<file path="config.mk">
export PLATFORM = sky130hd
export DESIGN_NAME = sc_reglane_scroller
export DESIGN_NICKNAME = d
export VERILOG_FILES = /design/src/rtl/sc_reglane_scroller.sv
export SDC_FILE = /design/constraint.sdc
export NUM_CORES = 1
export LEC_CHECK = 0
export ABC_AREA = 1
export CAP_MARGIN = 20
export CORE_MARGIN = 4
export CORE_UTILIZATION = 48
export DETAILED_ROUTE_END_ITERATION = 16
export PLACE_DENSITY = 0.83
export SLEW_MARGIN = 20
export SYNTH_ARGS = -nofsm -noshare
export SYNTH_HDL_FRONTEND = slang
export SYNTH_SLANG_ARGS = --single-unit
</file>
<file path="constraint.sdc">
create_clock -name SC_RegLANE_CLOCK_50 -period 2.1 [get_ports SC_RegLANE_CLOCK_50]
set_input_delay 0.42 -clock SC_RegLANE_CLOCK_50 [delete_from_list [all_inputs] [get_ports SC_RegLANE_CLOCK_50]]
set_output_delay 0.42 -clock SC_RegLANE_CLOCK_50 [all_outputs]
set_load 0.02 [all_outputs]
</file>
<file path="src/rtl/sc_reglane_scroller.sv">
`default_nettype none
//==============================================================================
// Module      : sc_reglane_scroller
// Description : Scrolling lane register. A parallel-loadable shift register
//               whose movement (hold / right / left / rotate-left) is paced by
//               a tick strobe and a programmable divider. When a shift would
//               push the register's leading edge field empty, a random
//               refill pattern is inserted instead of zeros.
//
// Ports       : SC_RegLANE_CLOCK_50        clock, rising edge
//               SC_RegLANE_RESET_InHigh    synchronous active-high reset
//               SC_RegLANE_clear_InLow     active-low, load DATA_FIXED_INITREG
//               SC_RegLANE_load_InLow      active-low, load data_InBUS
//               SC_RegLANE_shiftselection_In  00 hold,01 right,10 left,11 rot
//               SC_RegLANE_tick_In         movement strobe
//               SC_RegLANE_speed_In        ticks per step minus one
//               SC_RegLANE_data_InBUS      parallel load data
//               SC_RegLANE_random_InBUS    refill pattern
//               SC_RegLANE_data_OutBUS     top OUTWIDTH bits of the register
//               SC_RegLANE_shifted_Out     pulse: a step happened last edge
//               SC_RegLANE_refill_Out      pulse: that step inserted refill
//
// Build macro : SC_REGLANE_ROTATE_EN -- enables rotate-left in mode 11;
//               without it mode 11 is a second hold mode.
//
// Revision    : 1.0 - initial release
//==============================================================================
module sc_reglane_scroller #(
    parameter int DATAWIDTH  = 16,
    parameter int OUTWIDTH   = 8,
    parameter int RANDWIDTH  = 4,
    parameter int DIVWIDTH   = 4,
    parameter logic [DATAWIDTH-1:0] DATA_FIXED_INITREG = '0
) (
    input  logic                 SC_RegLANE_CLOCK_50,
    input  logic                 SC_RegLANE_RESET_InHigh,
    input  logic                 SC_RegLANE_clear_InLow,
    input  logic                 SC_RegLANE_load_InLow,
    input  logic [1:0]           SC_RegLANE_shiftselection_In,
    input  logic                 SC_RegLANE_tick_In,
    input  logic [DIVWIDTH-1:0]  SC_RegLANE_speed_In,
    input  logic [DATAWIDTH-1:0] SC_RegLANE_data_InBUS,
    input  logic [RANDWIDTH-1:0] SC_RegLANE_random_InBUS,
    output logic [OUTWIDTH-1:0]  SC_RegLANE_data_OutBUS,
    output logic                 SC_RegLANE_shifted_Out,
    output logic                 SC_RegLANE_refill_Out
);

    localparam logic [1:0] c_MODE_HOLD   = 2'b00;
    localparam logic [1:0] c_MODE_RIGHT  = 2'b01;
    localparam logic [1:0] c_MODE_LEFT   = 2'b10;
    localparam logic [1:0] c_MODE_ROTATE = 2'b11;

    logic [DATAWIDTH-1:0] r_laneReg;
    logic [DIVWIDTH-1:0]  r_divCount;
    logic                 r_shifted;
    logic                 r_refill;

    logic                 w_modeActive;
    logic [DATAWIDTH-1:0] w_stepValue;
    logic                 w_stepRefill;

    // Decide which modes move the lane and what one step produces. A mode
    // that is not active freezes the divider as well as the register.
    always_comb begin
        w_modeActive = 1'b0;
        w_stepValue  = r_laneReg;
        w_stepRefill = 1'b0;
        case (SC_RegLANE_shiftselection_In)
            c_MODE_RIGHT: begin
                w_modeActive = 1'b1;
                // Leading (top) field empty: feed the refill pattern in there.
                if (r_laneReg[DATAWIDTH-1:DATAWIDTH-RANDWIDTH] == '0) begin
                    w_stepValue  = {SC_RegLANE_random_InBUS,
                                    r_laneReg[DATAWIDTH-RANDWIDTH:1]};
                    w_stepRefill = 1'b1;
                end else begin
                    w_stepValue  = {1'b0, r_laneReg[DATAWIDTH-1:1]};
                end
            end
            c_MODE_LEFT: begin
                w_modeActive = 1'b1;
                // Trailing (bottom) field empty: refill enters at the bottom.
                if (r_laneReg[RANDWIDTH-1:0] == '0) begin
                    w_stepValue  = {r_laneReg[DATAWIDTH-2:RANDWIDTH-1],
                                    SC_RegLANE_random_InBUS};
                    w_stepRefill = 1'b1;
                end else begin
                    w_stepValue  = {r_laneReg[DATAWIDTH-2:0], 1'b0};
                end
            end
            c_MODE_ROTATE: begin
`ifdef SC_REGLANE_ROTATE_EN
                w_modeActive = 1'b1;
                w_stepValue  = {r_laneReg[DATAWIDTH-2:0],
                                r_laneReg[DATAWIDTH-1]};
`else
                w_modeActive = 1'b0;
`endif
            end
            c_MODE_HOLD: begin
                w_modeActive = 1'b0;
            end
            default: begin
                w_modeActive = 1'b0;
            end
        endcase
    end

    always_ff @(posedge SC_RegLANE_CLOCK_50) begin
        if (SC_RegLANE_RESET_InHigh) begin
            r_laneReg  <= '0;
            r_divCount <= '0;
            r_shifted  <= 1'b0;
            r_refill   <= 1'b0;
        end else begin
            r_shifted <= 1'b0;
            r_refill  <= 1'b0;
            if (!SC_RegLANE_clear_InLow) begin
                r_laneReg  <= DATA_FIXED_INITREG;
                r_divCount <= '0;
            end else if (!SC_RegLANE_load_InLow) begin
                r_laneReg  <= SC_RegLANE_data_InBUS;
                r_divCount <= '0;
            end else if (w_modeActive && SC_RegLANE_tick_In) begin
                // Compare before incrementing: speed N steps on tick N+1.
                // A count already past speed wraps through 2^DIVWIDTH.
                if (r_divCount == SC_RegLANE_speed_In) begin
                    r_divCount <= '0;
                    r_laneReg  <= w_stepValue;
                    r_shifted  <= 1'b1;
                    r_refill   <= w_stepRefill;
                end else begin
                    r_divCount <= r_divCount + DIVWIDTH'(1);
                end
            end
        end
    end

    assign SC_RegLANE_data_OutBUS = r_laneReg[DATAWIDTH-1:DATAWIDTH-OUTWIDTH];
    assign SC_RegLANE_shifted_Out = r_shifted;
    assign SC_RegLANE_refill_Out  = r_refill;

endmodule
`default_nettype wire

</file>
==> out/results.tsv <==
metric	value	unit
grt_max_degree	21	
slew_viol_final	0	
fin_crit	1.80	ns
critical_path.cell_chain	clkdlybuf4s50_1 > inv_1 > ha_1 > inv_1 > nand2_1 > nor2_4 > nand4_4 > nand2_2 > nand2_1 > a21oi_1	
finalSetupViolCount	0	
synth_edf_count	0	
grt_pass1_vias	1406	
max-slew-margin-rel	80.4	%
max_freq	0.556	GHz
fp.dieH	64.3	um
power_frac_comb	24.0	%
drt_pre_antenna_iters	4	
syn2layout_area_growth	30.3	%
clock_path_buffers	2	
cp_max_fo	12	
drcViolationCount	0	
cp.buffers_inverters	3	
syn_area	1520	um2
post_cts_resized	0	
dpl.hpwl	2740	um
skew	0.00238	ns
overflow	0	
core.rowCount	20	
tightest_slew	0.292	ns
avgSynthCellArea	6.12	um2
cp.arrival	2.05	ns
switching_share	26.5	%
crit_type	input pin to flop	
pwr-share-seq	43.6	%
cts.sinks	22	
vias	1594	
cts-buffers-inserted	3	
drt-vias-per-instance	4.86	
routabilityCongestion	0.874	
end_kind	flop	
intPower	0.737	mW
wire_per_inst	10.7	um
crit-reg2reg-launch	r_divCount[0]	
async_flop_share	0	%
io_buffers	40	
final_antenna_net_count	0	
coreArea	3050	um2
hold-path-cell-count	2	
antenna_found_initial	0	
postCtsSetupBuffers	0	
setup.worst_path.start_class	input pin	
p_total	1.00	mW
crit_required	2.35	ns
p_clk_share	32.4	%
grt_setup_unrepaired	false	
hold_start	r_laneReg[7]	
fin_area	1990	um2
synth_flop_cell	dfxtp_1	
hold_viol	0	
grt_pass1_wl	6000	um
yosysWarnings	0	
p_leak	0.882	nW
drt_iter0_markers	71	
netlist_instances	249	
fin_cells	328	
reg2reg_depth	8	
outcome	finished clean	
fin_util	65.0	%
synth-seq-cells	22	
postCtsHoldBufs	0	
clk_pin_slew	0.12	ns
whs_endpoint	r_laneReg[7]	
max_stage_delay	0.48	ns
n_antenna_cell	0	
peakVddDrop	0.265	mV
initial_core_util	49.9	%
synth_nets	283	
layout-drive-gt1-share	10.2	%
maxCapViolations	0	
r2r_end	r_laneReg[15]	
ys_seq_area_share	28.9	%
fp.dieW	64.3	um
place_area	1930	um2
clkLatencyLatePin	0.31	ns
wl	3520	um
io_pins	41	
crit_family	simple AND/OR/NAND/NOR gates	
hold_path.class	flop to flop	
die_area	4140	um2
nets	319	
netSwitchingPower	0.265	mW
cts_root_buffer	clkbuf_4	
power_density	505	nW/um2
cp_slowest_cell	clkdlybuf4s50_1	
holdWs	0.509	ns
ctsHtreeMaxLevel	1	
period_share	85.7	%
dpl.cell_count	324	
ys_types	24	
grtUsageTotal	17.7	%
cts_tree	built	
r2r_slack	0.76	ns
==> metrics by stage <==
| stage | setup TNS (ns) | worst slack, ns |
|---|---|---|
| 4_1_cts | 0 | 0.310 |
| 5_1_grt | 0 | 0.126 |
| 2_1_floorplan | 0 | 0.505 |
| 3_3_place_gp | 0 | 0.0370 |
| 6_report | 0 | 0.300 |
| 3_5_place_dp | -0.0792 | -0.0198 |
==> worst register-to-register path, stage by stage (launching register included) <==
cell	delay, ns
dfxtp_1	0.42
inv_2	0.06
nand2_2	0.06
nand2_2	0.08
nor2_4	0.14
nand4_4	0.09
nand2_2	0.20
nand2_1	0.09
a21oi_1	0.14
==> cell type report <==
| type | count | area [um2] |
|---|---|---|
| repair buffers | 49 | 468 |
| flip-flops and latches | 22 | 440 |
| clock buffers | 3 | 22.5 |
| clock inverters | 1 | 30.0 |
| inverters | 26 | 97.6 |
| fillers | 286 | 1070 |
| multi-input cells | 183 | 872 |
| well taps | 44 | 55.1 |
==> flip-flops by register name, summed over array words and instances, names as in the netlist <==
signal,cells
SC_RegLANE_shifted_Out,1
r_divCount,4
SC_RegLANE_refill_Out,1
r_laneReg,16
==> synth_stat cells, types with 4 or more instances <==
cell / n / share of area (%)
inv_2: 4 / 0.98
inv_1: 22 / 5.4
buf_2: 4 / 1.3
o21ai_0: 16 / 5.3
nand4_1: 8 / 3.3
a21oi_1: 16 / 5.3
nand2_1: 66 / 16
nand3_1: 18 / 5.9
nor2_1: 38 / 9.4
buf_4: 9 / 4.4
dfxtp_1: 22 / 29
nand2_2: 5 / 2.1
==> worst max-delay path by stage <==
stage                                                from                   endpoint  slack, ns  cells past startpoint
after floorplan           SC_RegLANE_shiftselection_In[0]              r_laneReg[10]       0.50                      9
after global placement    SC_RegLANE_shiftselection_In[0]               r_laneReg[9]       0.04                     10
after detailed placement  SC_RegLANE_shiftselection_In[0]              r_laneReg[15]      -0.02                     10
after CTS                                   r_laneReg[14]  SC_RegLANE_data_OutBUS[6]       0.31                      1
after global routing      SC_RegLANE_shiftselection_In[0]              r_laneReg[14]       0.13                     10
final                     SC_RegLANE_shiftselection_In[0]              r_laneReg[15]       0.30                     10
==> per-layer routing <==
layer	wire length, um	GRT usage (%)	vias to the layer above
li1	-	-	853
met1	1560	22.7	692
met2	1750	30.8	47
met3	181	1.58	2
met4	29	6.07	0
met5	0	0	-
==> kinds of logic after synthesis <==
group                    count (synthesis)  synth area share, %
AND/OR/NAND/NOR                        142                 41.6
buffers and inverters                   44                 13.9
AO/OA/AOI/OAI                           36                 12.0
flip-flops                              22                 28.9
adder cells (fa/ha/maj)                  3                 2.46
XOR/XNOR                                 2                 1.15
==> power by group through the flow <==
stage,Combinational [mW],Sequential (mW),Clock (mW)
after floorplan,0.147,0.445,0
after global placement,0.237,0.446,0
after detailed placement,0.240,0.447,0
after CTS,0.241,0.438,0.332
after global routing,0.270,0.440,0.347
final,0.240,0.438,0.325
==> layout by cell type (no fill, tap or decap), types with 2 or more instances in the layout <==
| cell | count |
|---|---|
| a21oi_1 | 16 |
| buf_4 | 9 |
| clkbuf_4 | 3 |
| clkdlybuf4s50_1 | 40 |
| dfxtp_1 | 22 |
| ha_1 | 3 |
| inv_1 | 22 |
| inv_2 | 4 |
| nand2_1 | 66 |
| nand2_2 | 5 |
| nand3_1 | 18 |
| nand4_1 | 8 |
| nor2_1 | 38 |
| nor2_4 | 2 |
| o21ai_0 | 16 |
| o21ai_1 | 3 |
| or2_2 | 2 |
| xor2_1 | 2 |
No activity file was read; power rests on OpenSTA's default activity.
